`src/rtl/uart_pkg.sv`:
```
// Shared types and constants for the UART receive path.
package uart_pkg;

    localparam int unsigned OVERSAMPLE         = 16;
    localparam int unsigned MID_SAMPLE_DEFAULT = 8;
    localparam int unsigned DATA_W             = 8;

    typedef enum logic [2:0] {
        IDLE,
        START,
        DATA,
        PARITY,
        STOP,
        WAIT_HIGH
    } rx_state_t;

endpackage

```
`src/rtl/uart_rx_sampler_if.sv`:
```
// Holding-register handshake between the receiver and the register/FIFO layer.
interface uart_rx_sampler_if;
    import uart_pkg::*;

    logic [DATA_W-1:0] rx_data;
    logic              rx_valid;
    logic              parity_err;
    logic              framing_err;
    logic              overflow;
    logic              rx_idle;
    logic              read_rx_byte;

    modport master (
        output rx_data, rx_valid, parity_err, framing_err, overflow, rx_idle,
        input  read_rx_byte
    );

    modport slave (
        input  rx_data, rx_valid, parity_err, framing_err, overflow, rx_idle,
        output read_rx_byte
    );

endinterface

```
`src/rtl/uart_rx_bit_voter.sv`:
```
// Synchronises rx and forms a 2-of-3 majority from the samples around mid-cell.
module uart_rx_bit_voter
    import uart_pkg::*;
#(
    parameter int unsigned SYNC_STAGES = 2,
    parameter int unsigned MID_SAMPLE  = MID_SAMPLE_DEFAULT
) (
    input  logic                          clk,
    input  logic                          reset,
    input  logic                          baud_clock,
    input  logic                          rx,
    input  logic [$clog2(OVERSAMPLE)-1:0] samp_cnt,
    output logic                          rx_sync,
    output logic                          decision
);
    localparam int unsigned CW = $clog2(OVERSAMPLE);
    localparam logic [CW-1:0] EARLY_CNT = CW'(MID_SAMPLE - 1);
    localparam logic [CW-1:0] MID_CNT   = CW'(MID_SAMPLE);

    logic [SYNC_STAGES-1:0] sync;
    logic                   s_early;
    logic                   s_mid;

    always_ff @(posedge clk) begin
        if (reset) begin
            sync    <= '1;
            s_early <= 1'b1;
            s_mid   <= 1'b1;
        end else begin
            sync <= {sync[SYNC_STAGES-2:0], rx};
            if (baud_clock && samp_cnt == EARLY_CNT) s_early <= sync[SYNC_STAGES-1];
            if (baud_clock && samp_cnt == MID_CNT)   s_mid   <= sync[SYNC_STAGES-1];
        end
    end

    assign rx_sync = sync[SYNC_STAGES-1];
    // Third vote is the live sample, so the result is only meaningful on the MID+1 tick.
    assign decision = (s_early & s_mid) | (s_early & rx_sync) | (s_mid & rx_sync);

endmodule

```
`src/rtl/uart_rx_sampler.sv`:
```
// UART receive FSM: start validation, bit assembly, parity/stop checks, holding register.
module uart_rx_sampler
    import uart_pkg::*;
#(
    parameter int unsigned SYNC_STAGES = 2,
    parameter int unsigned MID_SAMPLE  = MID_SAMPLE_DEFAULT
) (
    input logic                clk,
    input logic                reset,
    input logic                baud_clock,
    input logic                rx,
    input logic                bit8,
    input logic                parity_en,
    input logic                odd_n_even,
    uart_rx_sampler_if.master  host
);
    localparam int unsigned CW = $clog2(OVERSAMPLE);
    localparam int unsigned IW = $clog2(DATA_W);
    localparam logic [CW-1:0] DEC_CNT  = CW'(MID_SAMPLE + 1);
    localparam logic [CW-1:0] WRAP_CNT = CW'(OVERSAMPLE - 1);

    rx_state_t         state, state_n;
    logic [CW-1:0]     samp_cnt, samp_cnt_n;
    logic [IW-1:0]     bit_idx, bit_idx_n;
    logic              rx_sync, decision;
    logic              dec_tick, wrap_tick, start_frame, complete;
    logic              cfg_bit8, cfg_par, cfg_odd;
    logic [DATA_W-1:0] shreg;
    logic              par_bit, stop_bit, done;
    logic [DATA_W-1:0] char_data;
    logic              char_perr;
    logic [DATA_W-1:0] data_q;
    logic              valid_q, perr_q, ferr_q, ovf_q;

    uart_rx_bit_voter #(
        .SYNC_STAGES (SYNC_STAGES),
        .MID_SAMPLE  (MID_SAMPLE)
    ) u_voter (
        .clk        (clk),
        .reset      (reset),
        .baud_clock (baud_clock),
        .rx         (rx),
        .samp_cnt   (samp_cnt),
        .rx_sync    (rx_sync),
        .decision   (decision)
    );

    assign dec_tick  = baud_clock && (samp_cnt == DEC_CNT);
    assign wrap_tick = baud_clock && (samp_cnt == WRAP_CNT);

    always_ff @(posedge clk) begin
        if (reset) begin
            state    <= IDLE;
            samp_cnt <= '0;
            bit_idx  <= '0;
        end else begin
            state    <= state_n;
            samp_cnt <= samp_cnt_n;
            bit_idx  <= bit_idx_n;
        end
    end

    always_comb begin
        state_n     = state;
        samp_cnt_n  = samp_cnt;
        bit_idx_n   = bit_idx;
        start_frame = 1'b0;
        complete    = 1'b0;
        if (baud_clock) begin
            samp_cnt_n = samp_cnt + CW'(1);
            case (state)
                IDLE: begin
                    samp_cnt_n = '0;
                    if (!rx_sync) begin
                        state_n     = START;
                        samp_cnt_n  = CW'(1);
                        start_frame = 1'b1;
                    end
                end
                START: begin
                    if (dec_tick && decision) begin
                        state_n    = IDLE;
                        samp_cnt_n = '0;
                    end else if (wrap_tick) begin
                        state_n   = DATA;
                        bit_idx_n = '0;
                    end
                end
                DATA: begin
                    if (wrap_tick) begin
                        if (bit_idx == (cfg_bit8 ? IW'(7) : IW'(6)))
                            state_n = cfg_par ? PARITY : STOP;
                        else
                            bit_idx_n = bit_idx + IW'(1);
                    end
                end
                PARITY: if (wrap_tick) state_n = STOP;
                STOP: begin
                    if (dec_tick) begin
                        complete   = 1'b1;
                        samp_cnt_n = '0;
                        state_n    = decision ? IDLE : WAIT_HIGH;
                    end
                end
                WAIT_HIGH: begin
                    if (rx_sync) begin
                        state_n    = IDLE;
                        samp_cnt_n = '0;
                    end
                end
                default: state_n = IDLE;
            endcase
        end
    end

    always_ff @(posedge clk) begin
        if (reset) begin
            cfg_bit8 <= 1'b1;
            cfg_par  <= 1'b0;
            cfg_odd  <= 1'b0;
            shreg    <= '0;
            par_bit  <= 1'b0;
            stop_bit <= 1'b1;
            done     <= 1'b0;
        end else begin
            done <= complete;
            if (start_frame) begin
                cfg_bit8 <= bit8;
                cfg_par  <= parity_en;
                cfg_odd  <= odd_n_even;
                shreg    <= '0;
                par_bit  <= 1'b0;
            end
            if (dec_tick && state == DATA)   shreg[bit_idx] <= decision;
            if (dec_tick && state == PARITY) par_bit <= decision;
            if (complete)                    stop_bit <= decision;
        end
    end

    // Unused bit 7 stays cleared in 7-bit mode, so XOR over the whole register is safe.
    assign char_data = {cfg_bit8 & shreg[DATA_W-1], shreg[DATA_W-2:0]};
    assign char_perr = (^shreg ^ par_bit ^ cfg_odd) & cfg_par;

    // Completion is registered in done, so the holding register updates one clk after the stop decision.
    always_ff @(posedge clk) begin
        if (reset) begin
            data_q  <= '0;
            valid_q <= 1'b0;
            perr_q  <= 1'b0;
            ferr_q  <= 1'b0;
            ovf_q   <= 1'b0;
        end else begin
            if (host.read_rx_byte && valid_q) begin
                valid_q <= 1'b0;
                perr_q  <= 1'b0;
                ferr_q  <= 1'b0;
                ovf_q   <= 1'b0;
            end
            if (done) begin
                if (!valid_q || host.read_rx_byte) begin
                    data_q  <= char_data;
                    perr_q  <= char_perr;
                    ferr_q  <= ~stop_bit;
                    valid_q <= 1'b1;
                end else begin
                    ovf_q <= 1'b1;
                end
            end
        end
    end

    assign host.rx_data     = data_q;
    assign host.rx_valid    = valid_q;
    assign host.parity_err  = perr_q;
    assign host.framing_err = ferr_q;
    assign host.overflow    = ovf_q;
    assign host.rx_idle     = (state == IDLE);

endmodule

```
`src/flat_wrapper.sv`:
```
// flat-port wrapper written by rule: the top's interface ports become plain ports
module uart_rx_sampler_flat import uart_pkg::*;
#(
    parameter int unsigned SYNC_STAGES = 2,
    parameter int unsigned MID_SAMPLE  = MID_SAMPLE_DEFAULT
)
  (clk, reset, baud_clock, rx, bit8, parity_en, odd_n_even, host_rx_data, host_rx_valid, host_parity_err, host_framing_err, host_overflow, host_rx_idle, host_read_rx_byte);
  uart_rx_sampler_if host_i ();
  input logic clk;
  input logic reset;
  input logic baud_clock;
  input logic rx;
  input logic bit8;
  input logic parity_en;
  input logic odd_n_even;
  output wire logic [$bits(host_i.rx_data)-1:0] host_rx_data;
  output wire logic [$bits(host_i.rx_valid)-1:0] host_rx_valid;
  output wire logic [$bits(host_i.parity_err)-1:0] host_parity_err;
  output wire logic [$bits(host_i.framing_err)-1:0] host_framing_err;
  output wire logic [$bits(host_i.overflow)-1:0] host_overflow;
  output wire logic [$bits(host_i.rx_idle)-1:0] host_rx_idle;
  input wire logic [$bits(host_i.read_rx_byte)-1:0] host_read_rx_byte;
  assign host_rx_data = host_i.rx_data;
  assign host_rx_valid = host_i.rx_valid;
  assign host_parity_err = host_i.parity_err;
  assign host_framing_err = host_i.framing_err;
  assign host_overflow = host_i.overflow;
  assign host_rx_idle = host_i.rx_idle;
  assign host_i.read_rx_byte = host_read_rx_byte;
  uart_rx_sampler #(.SYNC_STAGES(SYNC_STAGES), .MID_SAMPLE(MID_SAMPLE)) u_core (.clk(clk), .reset(reset), .baud_clock(baud_clock), .rx(rx), .bit8(bit8), .parity_en(parity_en), .odd_n_even(odd_n_even), .host(host_i));
endmodule
```
`config.mk`:
```
export PLATFORM = sky130hd
export DESIGN_NAME = uart_rx_sampler_flat
export DESIGN_NICKNAME = d
export VERILOG_FILES = /design/src/rtl/uart_pkg.sv /design/src/rtl/uart_rx_sampler_if.sv /design/src/rtl/uart_rx_bit_voter.sv /design/src/rtl/uart_rx_sampler.sv /design/src/flat_wrapper.sv
export SDC_FILE = /design/constraint.sdc
export NUM_CORES = 1
export LEC_CHECK = 0
export CAP_MARGIN = 20
export CORE_MARGIN = 2
export CORE_UTILIZATION = 45
export DETAILED_ROUTE_END_ITERATION = 8
export PLACE_DENSITY = 0.75
export SLEW_MARGIN = 15
export SYNTH_ARGS = -nofsm -noshare
export SYNTH_HDL_FRONTEND = slang
export SYNTH_SLANG_ARGS = --single-unit
```
`constraint.sdc`:
```
create_clock -name clk -period 2 [get_ports clk]
set_input_delay 0.4 -clock clk [delete_from_list [all_inputs] [get_ports clk]]
set_output_delay 0.4 -clock clk [all_outputs]
set_load 0.03 [all_outputs]
```
======== After elaboration in Yosys (flattened, before gate mapping) ========
Cells that the tools add are included.
cells by class
  add/sub/neg operators ................... 2
  $lt $le $gt $ge ......................... 2
  equality and inequality tests ........... 20
  multiplexer cells ....................... 48
  bitwise gates (word level) .............. 10
  reductions and logical operators ........ 18
operators with widths
  cell                                                         number
  2-to-1 mux 3 bit                                             14
  2-to-1 mux 8 bit                                             3
  2-to-1 mux 1 bit                                             23
  one-hot mux 3 bit (6 select lines)                           1
  one-hot mux 4 bit (4 select lines)                           1
  equality test 4 bit (second input constant)                  3
  2-to-1 mux 4 bit                                             3
  inequality test 2 x 1 -> 1 bit (second input constant)       5
  logical AND 1 bit                                            9
  bitwise mux 8 bit                                            1
  inequality test 2 bit (second input constant)                4
  AND reduction 8 bit                                          1
  parity 8 bit                                                 1
  equality test 3 x 2 -> 1 bit (second input constant)         2
  equality test 3 bit (second input constant)                  2
  one-hot mux 3 bit (2 select lines)                           1
  AND reduction 6 bit                                          1
  bitwise AND 1 bit                                            5
  adder 4 x 1 -> 4 bit (second input constant)                 1
  equality test 4 x 3 -> 1 bit (second input constant)         1
  less-than comparator 3 x 4 -> 1 bit (second input constant)  1
  nonzero test 2 bit                                           2
  adder 3 x 1 -> 3 bit (second input constant)                 1
  demux 1 bit (select 3 bit)                                   1
  11 further kinds                                             13
word-level totals
  register bits after elaboration ......... 40
  bits of input ports ..................... 8
  word-level logic and storage cells ...... 118

======== Logic depth before layout (Yosys ltp) ========
  word-level depth ........................ 7
  gate-level depth with buffers ........... 7
  gate-level depth less buffers ........... 7

======== By module ========
Synthesis repeated with hierarchy kept, for this count alone.
unflattened totals
  cells, all modules ...................... 235
  area, all modules ....................... 1956.9 µm²
modules (own cells, without submodules)
  module             instances  cells each  area an instance (µm²)  sequential area each (µm²)
  uart_rx_sampler    1          219         1791.7                  720.7
  uart_rx_bit_voter  1          16          165.2                   80.1

======== Worst setup path after synthesis ========
OpenSTA, ideal clock, no wires.
  path kind ............................... register -> register
  from .................................... reg u_core.samp_cnt[1]
  to ...................................... reg u_core.state[0]
  library setup time ...................... 0.123 ns
  arrival time ............................ 1.857 ns
  setup slack ............................. 0.020 ns
  cell stages (with the launch flop) ...... 8
  cell sequence ........................... dfxtp_1 > inv_1 > ha_1 > and4b_4 > and2_4 > or4_4 > nand2_2 > mux2_1
on the way
  cells in the longest elaborated chain, start to end .. 5
RTL lines
  item                                                                                 RTL line               RTL
  start, declared                                                                      uart_rx_sampler.sv:23  logic [CW-1:0] samp_cnt, samp_cnt_n;
  start signal, assigned                                                               uart_rx_sampler.sv:58  samp_cnt <= samp_cnt_n;
  equality test 4 bit                                                                  uart_rx_sampler.sv:48  assign dec_tick = baud_clock && (samp_cnt == DEC_CNT);
  logical AND 1 bit                                                                    uart_rx_sampler.sv:48
  logical AND 1 bit                                                                    uart_rx_sampler.sv:81  if (dec_tick && decision) begin
  inequality test 3 x 1 -> 1 bit (no line) or 2-to-1 mux 3 bit (tied branches)         --
  AND reduction 8 bit (no line) or one-hot mux 3 bit (6 select lines) (tied branches)  --
  end signal, assigned                                                                 uart_rx_sampler.sv:57  state <= state_n;
  end, declared                                                                        uart_rx_sampler.sv:22  rx_state_t state, state_n;
Parallel ways exist; a longest one is shown, timed or not.
A chain may end at the register's enable or synchronous reset.

======== Worst setup path after layout ========
  from .................................... in baud_clock
  to ...................................... reg u_core.state[0]
on the way
  cells in the longest elaborated chain, start to end .. 4
RTL lines
  item                                                                                 RTL line               RTL
  start, declared                                                                      flat_wrapper.sv:11     input logic baud_clock;
  logical AND 1 bit                                                                    uart_rx_sampler.sv:48
  logical AND 1 bit                                                                    uart_rx_sampler.sv:81
  inequality test 3 x 1 -> 1 bit (no line) or 2-to-1 mux 3 bit (tied branches)         --
  AND reduction 8 bit (no line) or one-hot mux 3 bit (6 select lines) (tied branches)  --
Parallel ways exist; a longest one is shown, timed or not.

==> impl_metrics.tcl <==
set metrics [dict create \
    status "completed" \
    ys_warn_count 0 \
    rsz0062_at_grt "false" \
    r2r_end "u_core.state[0]$_SDFFE_PP0P_" \
    wl_per_cell_um 13.7 \
    numPortBuffers 20 \
    p_int_mw 1.23 \
    ys_ff_latch 40 \
    r2r_start "u_core.samp_cnt[1]$_SDFFE_PP0P_" \
    dp_hpwl_um 3320 \
    drt_iter0_drc 90 \
    routed-via-count 1841 \
    async_flop_share_pct 0 \
    cp.arrival_ns 2.14 \
    syn_area_mm2 0.00201 \
    final_net_count 290 \
    ctsHoldBuffers 0 \
    die_x_um 70.9 \
    layout-drive-gt1-share_pct 18.0 \
    die_height_um 70.9 \
    crit_required_ns 2.19 \
    cp-start-kind "input port" \
    rows 24 \
    track_usage_pct 19.6 \
    worst_pin_slew_ns 0.384 \
    grt_pass1_wl_um 7920 \
    hp-start "u_core.u_voter.sync[0]$_SDFF_PP1_" \
    antenna_found_initial 0 \
    via_per_inst 5.58 \
    cp_max_fo 3 \
    clkPwrFrac_pct 30.1 \
    coreArea_mm2 0.00432 \
    r2r_setup_slack_ns 0.06 \
    remaining_drc_errors 0 \
    ys.flop_type "dfxtp_1" \
    finalPower_mw 1.76 \
    grt_pass1_vias 1761 \
    cts_tree "yes" \
    cts_made_buffers 5 \
    hold_ws_ns 0.418 \
    cts_setup_buffers 0 \
    clock-root-buffer "clkbuf_8" \
    fmax_mhz 513 \
    grt_overflow_total 0 \
    p_leak_nw 0.893 \
    synth_cells 237 \
    antenna_cells 0 \
    start_util_pct 46.5 \
    hold_path_end "u_core.u_voter.sync[1]$_SDFF_PP1_" \
    end_kind "flip-flop" \
    p_comb_share_pct 21.1 \
    clk_latency_ns 0.30 \
    clockBufferDepth 2 \
    drtAntennaViolNets 0 \
    grt_max_degree 25 \
    whs_path_depth 1 \
    layout_min_cycle_time_ns 1.95 \
    hold_path_class "flip-flop to flip-flop" \
    r2r_cells 7 \
    max-vdd-ir-drop_mv 0.651 \
    p_seq_share_pct 48.8 \
    seq_area_frac_synth_pct 39.8 \
    fin_worst_skew_ns 0.00520 \
    power.density_mw_per_mm2 698 \
    place_congestion 0.872 \
    netlist-cell-type-count 53 \
    hold_viol 0 \
    firstDrtPassIters 4 \
    clkSinkCount 40 \
    htreeDepth 2 \
    synth_nets 249 \
    finalCritPeriodShare_pct 97.5 \
    maxCapViolCount 0 \
    setup_viol 0 \
    syn_area_per_cell_um2 8.49 \
    dieArea_mm2 0.00502 \
    switching_share_pct 30.1 \
    clk_pin_slew_worst_paths_ns 0.08 \
    slew_headroom_pct 73.7 \
    io_pins 21 \
    area_growth_pct 25.0 \
    tns_ns 0 \
    power_switching_uw 529 \
    crit_type "input port to flip-flop" \
    wirelength_um 4510 \
    synth-edff-count 0 \
    slew_viol_final 0 \
]
-- area by class of cell --
class / instances / area [um2]
Multi-Input combinational cell: 174 / 1120
Inverter: 9 / 33.8
Fill cell: 392 / 1810
Timing Repair Buffer: 48 / 409
Clock buffer: 5 / 68.8
Clock inverter: 2 / 12.5
Tap cell: 52 / 65.1
Sequential cell: 40 / 802
-- through the flow --
| stage | worst slack [ns] | cell area (um2) | utilization [%] | cells |
|---|---|---|---|---|
| final | 0.0495 | 2510 | 58.2 | 330 |
| after global routing | 0.00380 | 2510 | 58.2 | 330 |
| after CTS | 0.0224 | 2510 | 58.1 | 330 |
| after detailed placement | -0.262 | 2430 | 56.2 | 323 |
| after global placement | -0.239 | 2430 | 56.2 | 323 |
| after floorplan | 0.0198 | 2010 | - | 237 |
-- Yosys cell counts (all sizes together) (3+ instances only) --
master	number	area [um2]
dfxtp	40	801
a21oi	26	130
nand2	25	96.4
nor2	15	56.3
nand3	14	70.1
clkbuf	10	37.5
xnor2	10	87.6
inv	9	33.8
o21ai	7	35.0
or4	6	48.8
mux2i	5	50.1
nand2b	5	31.3
nor3	5	25.0
buf	4	18.8
ha	4	50.1
mux2	4	45.0
o211ai	4	30.0
o311ai	4	35.0
a31oi	3	18.8
-- worst max-delay path: stages --
cell and delay, ns:
clkdlybuf4s50_1 0.43, and4b_4 0.22, and2_4 0.16, or4_4 0.52
nand2_2 0.10, mux2_1 0.31
-- per-layer routing --
metal  global-route usage (%)  up-vias  wire, um
li1                         -      940         -
met1                     24.1      851      2000
met2                     33.4       44      2260
met3                     5.41        6       192
met4                     5.87        0        57
met5                        0        -         0
-- placed cells by master (no fill, tap or decap), drive strengths merged, types with 3 or more instances in the layout --
cell           instances
a21oi                 26
a31oi                  3
buf                   28
clkbuf                 5
clkdlybuf4s50         19
dfxtp                 40
ha                     4
inv                    9
mux2                   4
mux2i                  5
nand2                 25
nand2b                 5
nand3                 14
nor2                  15
nor3                   5
o211ai                 4
o21ai                  7
o311ai                 4
or4                    6
xnor2                 10
-- worst max path at each step --
stage                                    start  cells after the start  slack, ns                            to
2_1_floorplan  u_core.samp_cnt[1]$_SDFFE_PP0P_                      7       0.02  u_core.state[0]$_SDFFE_PP0P_
3_3_place_gp                        baud_clock                      6      -0.24  u_core.state[0]$_SDFFE_PP0P_
3_5_place_dp                        baud_clock                      6      -0.26  u_core.state[0]$_SDFFE_PP0P_
6_report                            baud_clock                      6       0.05  u_core.state[0]$_SDFFE_PP0P_
4_1_cts        u_core.samp_cnt[1]$_SDFFE_PP0P_                      7       0.02  u_core.state[0]$_SDFFE_PP0P_
5_1_grt                             baud_clock                      7      0.004    u_core.shreg[5]$_SDFF_PP0_
-- registers in the layout, summed over array words and instances, names as in the netlist, 2 cells and up --
name / count
u_core.host.rx_data: 8
u_core.shreg: 8
u_core.samp_cnt: 4
u_core.bit_idx: 3
u_core.state: 3
u_core.u_voter.sync: 2
-- cells by family (layout without fill, tap and decap cells) --
| kind of cell | Yosys count | in the layout | share of synthesized area (%) |
|---|---|---|---|
| and+or+nand+nor | 93 | 93 | 25.3 |
| AOI/OAI and AO/OA | 57 | 57 | 18.3 |
| DFF | 40 | 40 | 39.8 |
| buffers and inverters | 23 | 64 | 4.48 |
| xor gates and xnor gates | 10 | 10 | 4.35 |
| muxes | 9 | 9 | 4.73 |
| adders and majority gates | 5 | 5 | 3.05 |
-- power by group through the flow --
stage	Sequential (mW)	Clock, mW	Combinational [mW]
after floorplan	0.854	0	0.243
after global placement	0.872	0	0.371
after detailed placement	0.875	0	0.372
after CTS	0.855	0.536	0.368
after global routing	0.860	0.574	0.411
final	0.856	0.529	0.371
-- what timing repair did --
action                                  4_1_cts  5_1_grt
gates resized for setup                       1        2
endpoints found under the setup margin        1        1
pin swaps                                     0        1
endpoints found under the hold margin         0        0
(Power assumes the default switching activity.)
